==> config.mk <==
export PLATFORM = sky130hd
export DESIGN_NAME = ofm_drain
export DESIGN_NICKNAME = d
export VERILOG_FILES = /design/src/rtl/ofm_drain.sv
export SDC_FILE = /design/constraint.sdc
export NUM_CORES = 1
export LEC_CHECK = 0
export BUFFER_PORTS_ARGS = -buffer_cell sky130_fd_sc_hd__buf_2
export CAP_MARGIN = 0
export CORE_UTILIZATION = 50
export DETAILED_ROUTE_END_ITERATION = 7
export PLACE_DENSITY = 0.76
export SETUP_SLACK_MARGIN = 0.2
export SLEW_MARGIN = 15
export SYNTH_ARGS = -nofsm -noshare
export SYNTH_HDL_FRONTEND = slang
export SYNTH_SLANG_ARGS = --single-unit
==> constraint.sdc <==
create_clock -name clk -period 5.6 [get_ports clk]
set_clock_uncertainty 0.2 [all_clocks]
set_input_delay 1.12 -clock clk [delete_from_list [all_inputs] [get_ports clk]]
set_output_delay 1.12 -clock clk [all_outputs]
set_load 0.1 [all_outputs]
==> src/rtl/ofm_drain.sv <==
// Output drain for one PE column: captures the final partial sum on mac_done's rising
// edge, requantizes it to IWIDTH (round half up, saturate) and queues it for downstream.
module ofm_drain #(
  parameter int IWIDTH = 8,
  parameter int OWIDTH = 16,
  parameter int DEPTH  = 4
) (
  input  logic                     clk,
  input  logic                     rst_n,
  input  logic                     mac_done,
  input  logic signed [OWIDTH-1:0] ofm,
  input  logic        [3:0]        shift,
  input  logic                     clr,
  output logic                     out_valid,
  input  logic                     out_ready,
  output logic signed [IWIDTH-1:0] out_data,
  output logic                     sat,
  output logic                     drop,
  output logic        [7:0]        count
);
  localparam int AW = $clog2(DEPTH);
  localparam int SW = OWIDTH + 1;
  localparam logic signed [SW-1:0] MAX_V = SW'((64'sd1 <<< (IWIDTH - 1)) - 64'sd1);
  localparam logic signed [SW-1:0] MIN_V = SW'(-(64'sd1 <<< (IWIDTH - 1)));
  localparam logic [AW:0] FULL_OCC = (AW + 1)'(DEPTH);

  // Returns {saturated, value}; one extra bit of headroom keeps the rounding add exact.
  function automatic logic [IWIDTH:0] requant(input logic signed [OWIDTH-1:0] val,
                                              input logic [3:0] sh);
    logic signed [SW-1:0] acc;
    logic [IWIDTH:0]      res;
    acc = {val[OWIDTH-1], val};
    if (sh != 4'd0) begin
      acc = acc + (SW'(1'b1) << (sh - 4'd1));
    end else begin
      acc = acc;
    end
    acc = acc >>> sh;
    if (acc > MAX_V) begin
      res = {1'b1, MAX_V[IWIDTH-1:0]};
    end else if (acc < MIN_V) begin
      res = {1'b1, MIN_V[IWIDTH-1:0]};
    end else begin
      res = {1'b0, acc[IWIDTH-1:0]};
    end
    return res;
  endfunction

  logic                     mac_done_q;
  logic                     s1_valid_q, s1_valid_d;
  logic signed [OWIDTH-1:0] s1_ofm_q, s1_ofm_d;
  logic        [3:0]        s1_shift_q, s1_shift_d;
  logic signed [IWIDTH-1:0] mem_q [DEPTH];
  logic signed [IWIDTH-1:0] mem_d [DEPTH];
  logic        [AW:0]       wr_ptr_q, wr_ptr_d, rd_ptr_q, rd_ptr_d;
  logic                     out_valid_q, out_valid_d;
  logic signed [IWIDTH-1:0] out_data_q, out_data_d;
  logic                     sat_q, sat_d, drop_q, drop_d;
  logic        [7:0]        count_q, count_d;

  logic                     capture_s, push_s, pop_s, full_s, wr_en_s;
  logic        [IWIDTH:0]   rq_s;
  logic        [AW:0]       occ_s;
  logic        [AW-1:0]     head_s;

  // Next-state logic for the capture stage, FIFO and sticky status.
  always_comb begin
    capture_s  = mac_done & ~mac_done_q;
    rq_s       = requant(s1_ofm_q, s1_shift_q);
    occ_s      = wr_ptr_q - rd_ptr_q;
    full_s     = (occ_s == FULL_OCC);
    push_s     = s1_valid_q & ~clr;
    pop_s      = out_valid_q & out_ready & ~clr;
    // A full FIFO still accepts when the head leaves in the same cycle.
    wr_en_s    = push_s & (~full_s | pop_s);
    s1_valid_d = capture_s & ~clr;
    s1_ofm_d   = capture_s ? ofm : s1_ofm_q;
    s1_shift_d = capture_s ? shift : s1_shift_q;
    for (int i = 0; i < DEPTH; i++) begin
      mem_d[i] = (wr_en_s && (wr_ptr_q[AW-1:0] == AW'(i))) ? rq_s[IWIDTH-1:0] : mem_q[i];
    end
    if (clr) begin
      wr_ptr_d = '0;
      rd_ptr_d = '0;
      sat_d    = 1'b0;
      drop_d   = 1'b0;
      count_d  = 8'd0;
    end else begin
      wr_ptr_d = wr_ptr_q + {{AW{1'b0}}, wr_en_s};
      rd_ptr_d = rd_ptr_q + {{AW{1'b0}}, pop_s};
      sat_d    = sat_q | (push_s & rq_s[IWIDTH]);
      drop_d   = drop_q | (push_s & full_s & ~pop_s);
      count_d  = count_q + {7'd0, wr_en_s};
    end
    head_s      = rd_ptr_d[AW-1:0];
    out_valid_d = (wr_ptr_d != rd_ptr_d);
    if (!out_valid_d) begin
      out_data_d = '0;
    end else begin
      out_data_d = mem_d[head_s];
    end
  end

  // State registers.
  always_ff @(posedge clk or negedge rst_n) begin
    if (!rst_n) begin
      mac_done_q  <= 1'b0;
      s1_valid_q  <= 1'b0;
      s1_ofm_q    <= '0;
      s1_shift_q  <= 4'd0;
      for (int i = 0; i < DEPTH; i++) begin
        mem_q[i] <= '0;
      end
      wr_ptr_q    <= '0;
      rd_ptr_q    <= '0;
      out_valid_q <= 1'b0;
      out_data_q  <= '0;
      sat_q       <= 1'b0;
      drop_q      <= 1'b0;
      count_q     <= 8'd0;
    end else begin
      mac_done_q  <= mac_done;
      s1_valid_q  <= s1_valid_d;
      s1_ofm_q    <= s1_ofm_d;
      s1_shift_q  <= s1_shift_d;
      for (int i = 0; i < DEPTH; i++) begin
        mem_q[i] <= mem_d[i];
      end
      wr_ptr_q    <= wr_ptr_d;
      rd_ptr_q    <= rd_ptr_d;
      out_valid_q <= out_valid_d;
      out_data_q  <= out_data_d;
      sat_q       <= sat_d;
      drop_q      <= drop_d;
      count_q     <= count_d;
    end
  end

  assign out_valid = out_valid_q;
  assign out_data  = out_data_q;
  assign sat       = sat_q;
  assign drop      = drop_q;
  assign count     = count_q;
endmodule
## Word-level counts from Yosys, hierarchy flattened

Index checks and enable logic that the tools add are counted.

| word-level totals | value |
|---|---|
| bits in registers | 79 |
| input port bits | 25 |
| output and inout port bits | 19 |
| logic and storage cells | 70 |

| cells by class | value |
|---|---|
| add/subtract/negate cells | 6 |
| order comparisons | 3 |
| equal/unequal tests | 5 |
| shift-type cells | 2 |
| muxes and demuxes | 16 |
| bitwise logic cells | 17 |
| reduce and logical (&&, ||, !) cells | 6 |

Operators with widths:

| cell | count |
|---|---|
| 8-bit two-way mux | 8 |
| 9-bit two-way mux | 2 |
| 17-bit adder | 1 |
| 17-bit by 8-bit greater-than comparator with 1-bit output, second input constant | 1 |
| 17-bit by 8-bit < comparator with 1-bit output, second input constant | 1 |
| 17-bit two-way mux | 1 |
| 1-bit by 4-bit << shifter with 17-bit output, first input constant | 1 |
| 17-bit by 4-bit >>> shifter with 17-bit output | 1 |
| 8-bit binary-select mux with 2-bit select | 1 |
| 1-bit AND | 9 |
| 8-bit by 1-bit adder with 8-bit output | 1 |
| 3-bit by 1-bit adder with 3-bit output | 2 |
| 3-bit two-way mux | 2 |
| 2-bit equality test, second input constant | 2 |
| 1-bit logical AND | 4 |
| 1-bit inverter | 4 |
| 4-bit nonzero test | 1 |
| 4-bit by 1-bit subtractor with 4-bit output, second input constant | 1 |
| 3-bit equality test, second input constant | 1 |
| 3-bit greater-or-equal comparator, second input constant | 1 |
| 3-bit != test | 1 |
| 2-bit inverter with 3-bit output | 1 |
| 1-bit OR | 3 |
| 3-bit subtractor | 1 |
| other kinds (3) | 4 |

## Longest topological paths before layout

Gate-level depths: netlist (run 1).

| logic depth | value |
|---|---|
| word-level depth | 13 |
| mapped depth | 19 |
| depth with buffers taken out | 18 |

## Worst setup path before layout (run 1)

No wires, ideal clock.

| timing path | value |
|---|---|
| path type | register to register |
| start | reg s1_shift_q[2] |
| end | reg out_data_q[1] (netlist: out_data[1]) |
| setup time | 0.126 ns |
| data arrival time | 4.472 ns |
| data required time | 5.274 ns |
| slack | 0.802 ns |
| cell stages (with the launch flop) | 20 |
| path buffers | 2 |
| period minus slack after synthesis | 4.798 ns |
| cell sequence | dfrtp_1 -> clkbuf_1 -> or2_2 -> clkbuf_1 -> nor2_1 -> ha_1 -> inv_1 -> fa_1 -> nor2b_1 -> o31ai_2 -> a31oi_2 -> a31oi_4 -> xnor2_2 -> o32ai_2 -> nand3_2 -> o31ai_4 -> nand2_4 -> o31ai_4 -> o221ai_1 -> a221o_1 |

| on the way | value |
|---|---|
| longest elaborated chain between the ends | 13 |
| elaborated cells on any way between the ends | 18 |
| classes of those cells | add/sub: 2; order compare: 2; shift: 2; mux: 11; reduce/logical: 1 |

RTL lines:

| what | RTL line | text |
|---|---|---|
| start: declaration | 52 | `logic [3:0] s1_shift_q, s1_shift_d;` |
| start signal: assignment | 125 | `s1_shift_q <= s1_shift_d;` |
| 4-bit by 1-bit subtractor with 4-bit output | 34 | `acc = acc + (SW'(1'b1) << (sh - 4'd1));` |
| 1-bit by 4-bit << shifter with 17-bit output | 34 |  |
| 17-bit adder | 34 |  |
| 17-bit two-way mux | 33 | `if (sh != 4'd0) begin` |
| 17-bit by 4-bit >>> shifter with 17-bit output (*) | 38 | `acc = acc >>> sh;` |
| 17-bit by 8-bit < comparator with 1-bit output | 41 | `end else if (acc < MIN_V) begin` |
| 9-bit two-way mux | 41 |  |
| 9-bit two-way mux (*) | 39 | `if (acc > MAX_V) begin` |
| 8-bit two-way mux | 80 | `mem_d[i] = (wr_en_s && (wr_ptr_q[AW-1:0] == AW'(i))) ? rq_s[IWIDTH-1:0] : mem_q[i];` |
| 8-bit binary-select mux with 2-bit select (*) | 100 | `out_data_d = mem_d[head_s];` |
| 8-bit two-way mux (not written as such) (*) (2 in series) | 100 |  |
| 8-bit two-way mux (*) | 97 | `if (!out_valid_d) begin` |
| named net out_data_d[1] | 57 | `logic signed [IWIDTH-1:0] out_data_q, out_data_d;` |
| end signal: assignment | 132 | `out_data_q <= out_data_d;` |
| end: declaration | 57 |  |

Mark *: on every way through the listed nets, which the timed path passes. The rest lies on a longest branch. The select of a mux whose other input is x is not followed.
A chain may end at the register's enable or synchronous reset.

==> results of run 1 <==
power by group through the flow:
stage	sequential (mW)	clock [mW]	combinational, mW
6_report	0.672	0.631	0.991
5_1_grt	0.677	0.665	1.07
3_3_place_gp	0.677	0	0.923
4_1_cts	0.669	0.642	0.931
3_5_place_dp	0.678	0	0.926
2_1_floorplan	0.689	0	0.647
per-stage QoR:
step | cell area, sq um | power, mW | utilization | cells
floorplan | 6222 | 1.336 | - | 754
global placement | 6674 | 1.600 | 0.5533 | 946
detailed placement | 6674 | 1.605 | 0.5533 | 946
CTS | 6984 | 2.243 | 0.5790 | 961
global route | 7097 | 2.412 | 0.5884 | 970
finish | 7097 | 2.294 | 0.5884 | 970
state kept, by name, indices dropped and copies added, names as in the netlist, 3 cells and up:
register / cells
s1_ofm_q: 16
mem_q: 32
out_data: 8
wr_ptr_q: 3
s1_shift_q: 4
count: 8
rd_ptr_q: 3
synthesized netlist by cell type, types with 15 or more instances:
master / instances
clkbuf_1: 44
o21ai_0: 68
dfrtp_1: 79
mux2_2: 22
nor3_1: 16
a21oi_1: 48
ha_1: 24
nand3_1: 32
nor2_1: 81
o211ai_1: 18
inv_1: 15
nand2_1: 83
worst max-delay path, stage by stage, from the launching register on:
cell and delay, ns:
dfrtp_1 0.45, nand2b_1 0.35, nor2_1 0.37, ha_1 0.36, a21oi_1 0.34, o211ai_2 0.20, a21oi_1 0.34, buf_4 0.21
o211a_1 0.26, o21ai_2 0.10, buf_4 0.16, and2_1 0.18, a311oi_1 0.56, o31ai_4 0.09, buf_4 0.17, a21o_1 0.19
mux2_2 0.28, a211o_1 0.30
repair_timing:
item,CTS,global route
resized for setup,0,9
endpoints found under the setup margin,0,34
buffers inserted,0,9
cell type report:
class | instances | area, sq um | area share
inverters | 17 | 65.06 | 0.009168
flip-flops and latches | 79 | 1977 | 0.2786
well taps | 168 | 210.2 | 0.02962
repair buffers | 84 | 525.5 | 0.07405
clock buffers | 10 | 229.0 | 0.03226
multi-input cells | 607 | 4009 | 0.5649
clock inverters | 5 | 81.33 | 0.01146
logic make-up after synthesis:
kind of cell               after synthesis  synth area share
DFF                                     79            0.3177
AOI/OAI and AO/OA                      251            0.2861
adders and majority gates               25           0.05148
and+or+nand+nor                        279            0.2111
buffers and inverters                   68           0.04564
xor gates and xnor gates                23           0.03479
muxes                                   29           0.05309
worst paths after layout:
kind / to / slack, ns / depth (start not counted)
hold / removal: mem_q[16]$_DFF_PN0_ / 0.29 / 2
min in group asynchronous: s1_shift_q[1]$_DFFE_PN0P_ / 0.37 / 1
hold reg to reg: mem_q[16]$_DFF_PN0_ / 0.29 / 2
setup / recovery: out_data[3]$_DFF_PN0_ / 0.36 / 17
setup reg to reg: out_data[3]$_DFF_PN0_ / 0.36 / 17
max in group asynchronous: s1_ofm_q[11]$_DFFE_PN0P_ / 3.69 / 2
routing by layer:
metal,track usage,up-vias,wire (microns)
met5,0,-,0
met2,0.4752,363,8523
li1,-,2868,-
met3,0.07545,56,1888
met4,0.1237,0,640
met1,0.4279,2962,8411
placed cells by master (no fill, tap or decap), drive strengths merged, types with 5 or more instances in the layout:
| cell type | Yosys | layout |
|---|---|---|
| a21boi | 7 | 7 |
| o211a | 6 | 6 |
| xor2 | 8 | 8 |
| nor2 | 82 | 82 |
| ha | 24 | 24 |
| clkbuf | 44 | 10 |
| and3 | 14 | 14 |
| o31ai | 9 | 9 |
| a31oi | 7 | 7 |
| nand2b | 8 | 8 |
| a21oi | 48 | 48 |
| nand4 | 5 | 5 |
| nor4 | 6 | 6 |
| a22o | 5 | 5 |
| o21a | 7 | 7 |
| a22oi | 6 | 6 |
| xnor2 | 15 | 15 |
| nand3 | 33 | 33 |
| o21ai | 78 | 78 |
| mux2i | 6 | 6 |
| buf | 7 | 84 |
| nor2b | 9 | 9 |
| nand2 | 86 | 86 |
| o211ai | 19 | 19 |
| mux2 | 22 | 22 |
| a211oi | 11 | 11 |
| inv | 15 | 16 |
| a21o | 5 | 5 |
| dfrtp | 79 | 79 |
| nor3 | 16 | 16 |
==> key figures, run 1 <==
Floorplan
  • Die area: 12,890 sq um
  • Die W: 113.6 microns
  • Core area: 12,060 sq um
  • Starting density of the core: 0.5159
  • Row count: 40
  • Num ports: 44
  • Die H: 113.6 microns

Power
  • LEAKAGE: 3.130 nW
  • Net Sw Frac: 0.3982
  • Pint: 1.380 mW
  • Maximum vdd drop: 0.2473 mV
  • Pwr/cell area: 323.2 nW/um^2
  • Combinational Power Share: 0.432
  • Psw: 913.3 uW
  • Clock Power Share: 0.275
  • Seq pwr share: 0.293

Setup path
  • FF-to-FF Start: s1_shift_q[3]$_DFFE_PN0P_
  • Crit path max fanout: 8
  • CP endpoint kind: flip-flop
  • WP data required: 5.63 ns
  • Kind of critical path: flip-flop to flip-flop
  • Crit path launch: s1_shift_q[3]$_DFFE_PN0P_
  • Arrival @ worst endpoint: 5.27 ns
  • Critical Path Source Type: flip-flop

CTS
  • CTS tree: yes
  • Clock sinks: 79
  • CTS Buf Count: 9
  • CTS Root Cell: clkbuf_16
  • # hold bufs at CTS: 0
  • H-tree depth: 3
  • Worst skew pair latency: 0.35 ns
  • Clock Path Buffers: 2
  • Clock slew at reported path FFs: 0.07 ns

Drt
  • WL final: 19,460 microns
  • First-pass DRT Iterations: 8
  • Via density: 6.442
  • WL per Instance: 20.06 microns
  • Vias: 6,249
  • DRC: 0
  • Detail Route Antenna Nets: 0
  • 1st-iter DRT viols: 703

Timing
  • Worst-Margin Slew: 0.9308 ns
  • Final period utilization: 0.9357
  • Setup repair after global routing missed its margin: no
  • FMAX: 0.1908 GHz
  • Hold Vio Cnt, Final: 0
  • Setup-failing EPs final: 0
  • Final max-slew violation count: 0
  • TNS Setup: 0 ns
  • Setup ws final: 0.3598 ns
  • Final hold slack: 0.2854 ns
  • Slew HR: 0.3795
  • Period minus WS final: 5.240 ns

Global routing
  • Antenna violations before repair: 0
  • Gr usage total: 0.3125
  • Vias in the first global route: 5,982
  • Total grt overflow: 0
  • Maximum number of pins on one net before global-route repair: 74
  • First-pass GRT wire length: 31,160 microns

Final layout
  • Nets: 848
  • Layout cell share with drive strength beyond 1: 0.1983
  • Layout area overhead: 14.06%
  • Ant diodes: 0
  • Fillers: 1,083

Synth
  • Post-synth EDFFs: 0
  • Post-synthesis sequential area ratio: 0.3177
  • Post-synthesis instance area: 6222 sq um
  • Top cell type by total area after synthesis: dfrtp_1
  • Ys flop type: dfrtp_1
  • Avg Inst Size Synth: 8.252 sq um
  • FFs w/ async S/R, synth: 1.000
  • Distinct cells, synth: 82
  • Flop and latch count out of synthesis: 79
  • Top-area cell type share of the netlist area: 0.3177
  • Area contributors post-synth: dfrtp_1 (32%), o21ai_0 (5.5%), nand2_1 (5.0%)
  • Mapped Cells: 754
  • Mapped Nets: 804
  • Yosys synthesis warning count: 0

Place
  • HPWL Detailed: 14,220 microns
  • Port bufs: 43
  • Final GP Congestion: 1.005
  • Pre-CTS setup slack: 0.2435 ns

Min path
  • HP Class: flip-flop to flip-flop
  • Hold Startpoint: mem_q[16]$_DFF_PN0_

Job
  • Max Cap Viol: 0

Status
  • Outcome: finished clean
Note: power is estimated with default switching activity, not from simulation.
==> run 2, diff against run 1 <==
Settings changed: BUFFER_PORTS_ARGS -buffer_cell sky130_fd_sc_hd__buf_2 to unset, CORE_MARGIN set to 2, DONT_BUFFER_PORTS set to 1, PLACE_DENSITY 0.76 to 0.73.
==> key figures, run 2 (synthesis gave the netlist of run 1 again) <==
Final layout
  • Fin area: 6817 sq um
  • Nets: 795
  • Largest regs: mem_q (32), s1_ofm_q (16)
  • Commonest non-fill, non-tap cell in the layout: nand2_1
  • Layout area overhead: 9.552%
  • Ant diodes: 0
  • Commonest cells after routing, fill and taps aside: nand2_1 (83), nor2_1 (81), dfrtp_1 (78), o21ai_0 (67), a21oi_1 (44)
  • Max reg flops: 32
  • Top reg by flops: mem_q
  • Layout cell share with drive strength beyond 1: 0.1520

Setup path
  • Reg2Reg Setup Slack: 0.40 ns
  • CP max stage delay: 0.51 ns
  • Kind of critical path: flip-flop to flip-flop
  • Crit path max fanout: 12
  • Crit Reg-Reg Endpoint: out_data[6]$_DFF_PN0_
  • Reg2Reg Depth: 19
  • Critical Path Source Type: flip-flop
  • CP max-delay cell: a2111oi_4
  • WP data required: 5.68 ns
  • Arrival @ worst endpoint: 5.28 ns
  • FF-to-FF Start: s1_shift_q[3]$_DFFE_PN0P_
  • Crit-path cells: or2_2 > nor2_1 > ha_1 > inv_1 > fa_1 > nor2b_2 > o31ai_4 > a21oi_1 > o311ai_0 > buf_4 > o21ai_0 > a31oi_1 > a2111oi_4 > a31oi_1 > o31ai_4 > buf_12 > nand2_2 > o2111ai_1 > a32o_1
  • CP endpoint kind: flip-flop

Timing
  • Worst-Margin Slew: 0.9976 ns
  • Setup-failing EPs final: 0
  • Final hold slack: 0.2623 ns
  • TNS Setup: 0 ns
  • Slew HR: 0.3350
  • Hold Vio Cnt, Final: 0
  • Final max-slew violation count: 0
  • Setup repair after global routing missed its margin: no
  • Period minus WS final: 5.199 ns
  • Setup ws final: 0.4007 ns
  • Final period utilization: 0.9284
  • FMAX: 0.1923 GHz

Floorplan
  • Die W: 115.6 microns
  • Die area: 13,350 sq um
  • Row count: 40
  • Core area: 12,060 sq um
  • Num ports: 44
  • Starting density of the core: 0.5159
  • Die H: 115.6 microns

CTS
  • Clock Path Buffers: 2
  • Worst skew pair latency: 0.34 ns
  • CTS Root Cell: clkbuf_16
  • CTS Buf Count: 9
  • Clock slew at reported path FFs: 0.07 ns
  • Clock sinks: 79
  • H-tree depth: 3
  • CTS tree: yes

Place
  • Port bufs: 0
  • Final GP Congestion: 1.003
  • Pre-CTS setup slack: 0.1197 ns
  • Post-DP Area: 6404 sq um
  • HPWL Detailed: 13,100 microns

Global routing
  • Vias in the first global route: 5,625
  • First-pass GRT wire length: 29,350 microns
  • Gr usage total: 0.2789
  • Antenna violations before repair: 0
  • Maximum number of pins on one net before global-route repair: 80
  • Total grt overflow: 0

Drt
  • Via density: 6.507
  • Vias: 5,973
  • DRC: 0
  • 1st-iter DRT viols: 830
  • WL per Instance: 19.71 microns
  • Detail Route Antenna Nets: 0
  • First-pass DRT Iterations: 6
  • WL final: 18,090 microns

Power
  • Maximum vdd drop: 0.2760 mV
  • LEAKAGE: 2.884 nW
  • Overall Power: 2.169 mW
  • Pwr/cell area: 318.2 nW/um^2

Job
  • Max Cap Viol: 0

Min path
  • HP Class: input pin to async pin

Status
  • Outcome: finished clean
run 2: cell count changes in the layout (fill, tap and decap cells not counted), moves of 2 or more:
cell,change
buf_2,-42
buf_4,-12
a21oi_1,-3
a21oi_2,+3
bufinv_16,-2
clkinv_4,+2
run 2: report_power, final:
part / total (mW) / switching, mW / internal [mW] / leakage, nW
registers: 0.697 / 0.0725 / 0.625 / 1.04
logic: 0.894 / 0.559 / 0.335 / 1.71
clock network: 0.578 / 0.259 / 0.319 / 0.137
total: 2.17 / 0.891 / 1.28 / 2.88
run 2: worst max-delay path by stage:
| stage | slack (ns) | depth (start not counted) | start | endpoint |
|---|---|---|---|---|
| finish | 0.40 | 19 | s1_shift_q[3]$_DFFE_PN0P_ | out_data[6]$_DFF_PN0_ |
| global route | 0.18 | 18 | s1_shift_q[1]$_DFFE_PN0P_ | out_data[1]$_DFF_PN0_ |
| CTS | 0.24 | 17 | s1_shift_q[3]$_DFFE_PN0P_ | out_data[1]$_DFF_PN0_ |
| detailed placement | 0.12 | 17 | s1_shift_q[3]$_DFFE_PN0P_ | out_data[4]$_DFF_PN0_ |
| global placement | 0.21 | 17 | s1_shift_q[3]$_DFFE_PN0P_ | out_data[6]$_DFF_PN0_ |
| floorplan | 0.80 | 19 | s1_shift_q[2]$_DFFE_PN0P_ | out_data[1]$_DFF_PN0_ |
run 2: cell type report:
| cell class | count | area, sq um |
|---|---|---|
| Fill cell | 1047 | 5245 |
| Multi-Input combinational cell | 607 | 4026 |
| Sequential cell | 79 | 1978 |
| Timing Repair Buffer | 31 | 245.2 |
| Clock buffer | 10 | 239.0 |
| Tap cell | 168 | 210.2 |
| Inverter | 17 | 65.06 |
| Clock inverter | 6 | 52.55 |
run 2: metrics by stage:
| stage | std cells | utilization |
|---|---|---|
| 6_report | 918 | 0.5651 |
| 4_1_cts | 913 | 0.5575 |
| 5_1_grt | 918 | 0.5651 |
| 3_3_place_gp | 896 | 0.5309 |
| 3_5_place_dp | 896 | 0.5309 |
| 2_1_floorplan | 754 | - |
run 2: routing by layer:
metal,part of all wire,vias up,global-route usage
met1,0.43,2828,0.3946
li1,-,2759,-
met3,0.11,52,0.06747
met5,0,-,0
met2,0.44,334,0.4234
met4,0.028,0,0.08594
run 2: timing repair:
action | 4_1_cts | 5_1_grt
hold buffers | 0 | 0
pin swaps | 1 | 6
setup endpoints to repair | 6 | 36
setup buffers | 1 | 5
resized for setup | 2 | 15
run 2: worst max-delay path, delay by kind of cell (launching register included):
kind | cells | cell delay, ns
compound gates | 10 | 2.43
fa+ha+maj | 2 | 0.65
buf+inv | 3 | 0.43
flops | 1 | 0.49
simple gates | 4 | 0.95
==> run 3, diff against run 2 <==
==> constraint.sdc (replaced) <==
create_clock -name clk -period 5.6 [get_ports clk]
set_clock_uncertainty 0.2 [all_clocks]
set_input_delay 0.84 -clock clk [delete_from_list [all_inputs] [get_ports clk]]
set_output_delay 0.84 -clock clk [all_outputs]
set_load 0.1 [all_outputs]
==> key figures, run 3 (synthesis gave the netlist of run 1 again) <==
Drt
  • Detail Route Antenna Nets: 0
  • 1st-iter DRT viols: 768
  • Via density: 6.608
  • WL final: 18,490 microns
  • Vias: 6,086
  • DRC: 0
  • First-pass DRT Iterations: 6
  • WL per Instance: 20.08 microns

Timing
  • Slew HR: 0.3281
  • Final max-slew violation count: 0
  • FMAX: 0.1921 GHz
  • Setup repair after global routing missed its margin: no
  • Period minus WS final: 5.206 ns
  • Setup-failing EPs final: 0
  • Worst-Margin Slew: 1.008 ns
  • Setup ws final: 0.3941 ns
  • TNS Setup: 0 ns
  • Final period utilization: 0.9296
  • Hold Vio Cnt, Final: 0

Final layout
  • Commonest cells after routing, fill and taps aside: nand2_1 (83), nor2_1 (80), dfrtp_1 (78), o21ai_0 (68), a21oi_1 (45)
  • Layout cell share with drive strength beyond 1: 0.1580
  • Max reg flops: 32
  • Top reg by flops: mem_q
  • Nets: 798
  • Register Area: 1978 sq um
  • Final std cells w/o fill: 921
  • Commonest non-fill, non-tap cell in the layout: nand2_1
  • Layout area overhead: 10.68%
  • Fillers: 1,073
  • Ant diodes: 0
  • Largest regs: mem_q (32), s1_ofm_q (16)
  • Multi-input gate area: 4049 sq um

Floorplan
  • Die W: 115.6 microns
  • Row count: 40
  • Starting density of the core: 0.5159
  • Num ports: 44
  • Die H: 115.6 microns
  • Core area: 12,060 sq um
  • Die area: 13,350 sq um

Global routing
  • First-pass GRT wire length: 29,780 microns
  • Gr usage total: 0.2856
  • Maximum number of pins on one net before global-route repair: 80
  • Total grt overflow: 0
  • Antenna violations before repair: 0
  • Vias in the first global route: 5,751

Setup path
  • Crit path max fanout: 12
  • Arrival @ worst endpoint: 5.24 ns
  • CP endpoint kind: flip-flop
  • Critical Path Source Type: flip-flop
  • Kind of critical path: flip-flop to flip-flop
  • WP data required: 5.63 ns
  • Reg2Reg Depth: 17

Place
  • HPWL Detailed: 13,190 microns
  • Pre-CTS setup slack: 0.08647 ns
  • Cells after DPL: 894
  • Port bufs: 0
  • Final GP Congestion: 1.003

Job
  • Max Cap Viol: 0

Status
  • Outcome: finished clean

Power
  • Seq pwr share: 0.313
  • LEAKAGE: 2.908 nW
  • Net Sw Frac: 0.4066
  • Clock Power Share: 0.269
  • Psw: 906.5 uW
  • Overall Power: 2.230 mW
  • Pint: 1.323 mW
  • Combinational Power Share: 0.418
  • Pwr/cell area: 323.8 nW/um^2
  • Maximum vdd drop: 0.3228 mV

CTS
  • Clock Path Buffers: 2
  • H-tree depth: 3
  • CTS Buf Count: 9
  • Clock sinks: 79
  • CTS tree: yes
  • Worst skew pair latency: 0.35 ns
  • CTS Root Cell: clkbuf_16
  • Clock slew at reported path FFs: 0.06 ns

Min path
  • HP Class: input pin to async pin
==> run 3: final timing paths <==
check | endpoint | slack [ns] | startpoint
max | out_data[1]$_DFF_PN0_ | 0.39 | s1_shift_q[3]$_DFFE_PN0P_
min | s1_ofm_q[14]$_DFFE_PN0P_ | 0.16 | rst_n
max reg2reg | out_data[1]$_DFF_PN0_ | 0.39 | s1_shift_q[3]$_DFFE_PN0P_
min reg2reg | mem_q[1]$_DFF_PN0_ | 0.27 | mem_q[1]$_DFF_PN0_
max in group asynchronous | s1_shift_q[3]$_DFFE_PN0P_ | 4.68 | rst_n
min in group clk | mem_q[1]$_DFF_PN0_ | 0.27 | mem_q[1]$_DFF_PN0_
==> run 3: power groups by stage <==
stage                     Combinational [mW]  Sequential [mW]  Clock [mW]
after floorplan                        0.647            0.689           0
after global placement                 0.825            0.704           0
after detailed placement               0.838            0.706           0
after CTS                              0.869            0.695       0.609
after global routing                    1.01            0.704       0.631
final                                  0.931            0.699       0.600
==> run 3: metal layers <==
| metal | global-route usage | routed length [microns] | vias up |
|---|---|---|---|
| li1 | - | - | 2758 |
| met1 | 0.3935 | 7950 | 2924 |
| met2 | 0.4265 | 8072 | 340 |
| met3 | 0.06851 | 1838 | 64 |
| met4 | 0.1285 | 629 | 0 |
| met5 | 0 | 0 | - |
==> run 3: metrics by stage <==
step	util	hold slack [ns]	cell area [sq um]
after floorplan	-	0.2359	6222
after global placement	0.5297	0.2512	6389
after detailed placement	0.5297	0.2571	6389
after CTS	0.5589	0.1965	6741
after global routing	0.5710	0.2144	6887
final	0.5710	0.1554	6887
==> run 3: timing repair <==
item                                    in CTS  in global routing
endpoints found under the setup margin       6                 36
pin swaps                                    1                  9
gates resized for setup                      2                 17
endpoints found under the hold margin       79                  0
buffers inserted                             1                  9
hold buffers                                 1                  0
==> run 3: cell type report <==
cell class,instances,share of cell area
multi-input combinational,607,0.5879
sequential,79,0.2872
timing repair buffer,34,0.04179
clock buffer,10,0.03325
tap,168,0.03052
clock inverter,6,0.009811
inverter,17,0.009448
==> run 3: critical path: stages (launching register included) <==
cell      delay, ns
dfrtp_2        0.50
or2_2          0.42
nor2_1         0.21
ha_1           0.23
inv_1          0.06
fa_1           0.42
nor2b_2        0.23
o31ai_4        0.12
a21boi_1       0.33
mux2i_1        0.24
nor4bb_2       0.34
o211a_1        0.26
o211ai_1       0.17
o31ai_4        0.36
nand2_4        0.14
o31ai_4        0.38
o21ai_2        0.09
a221o_1        0.37
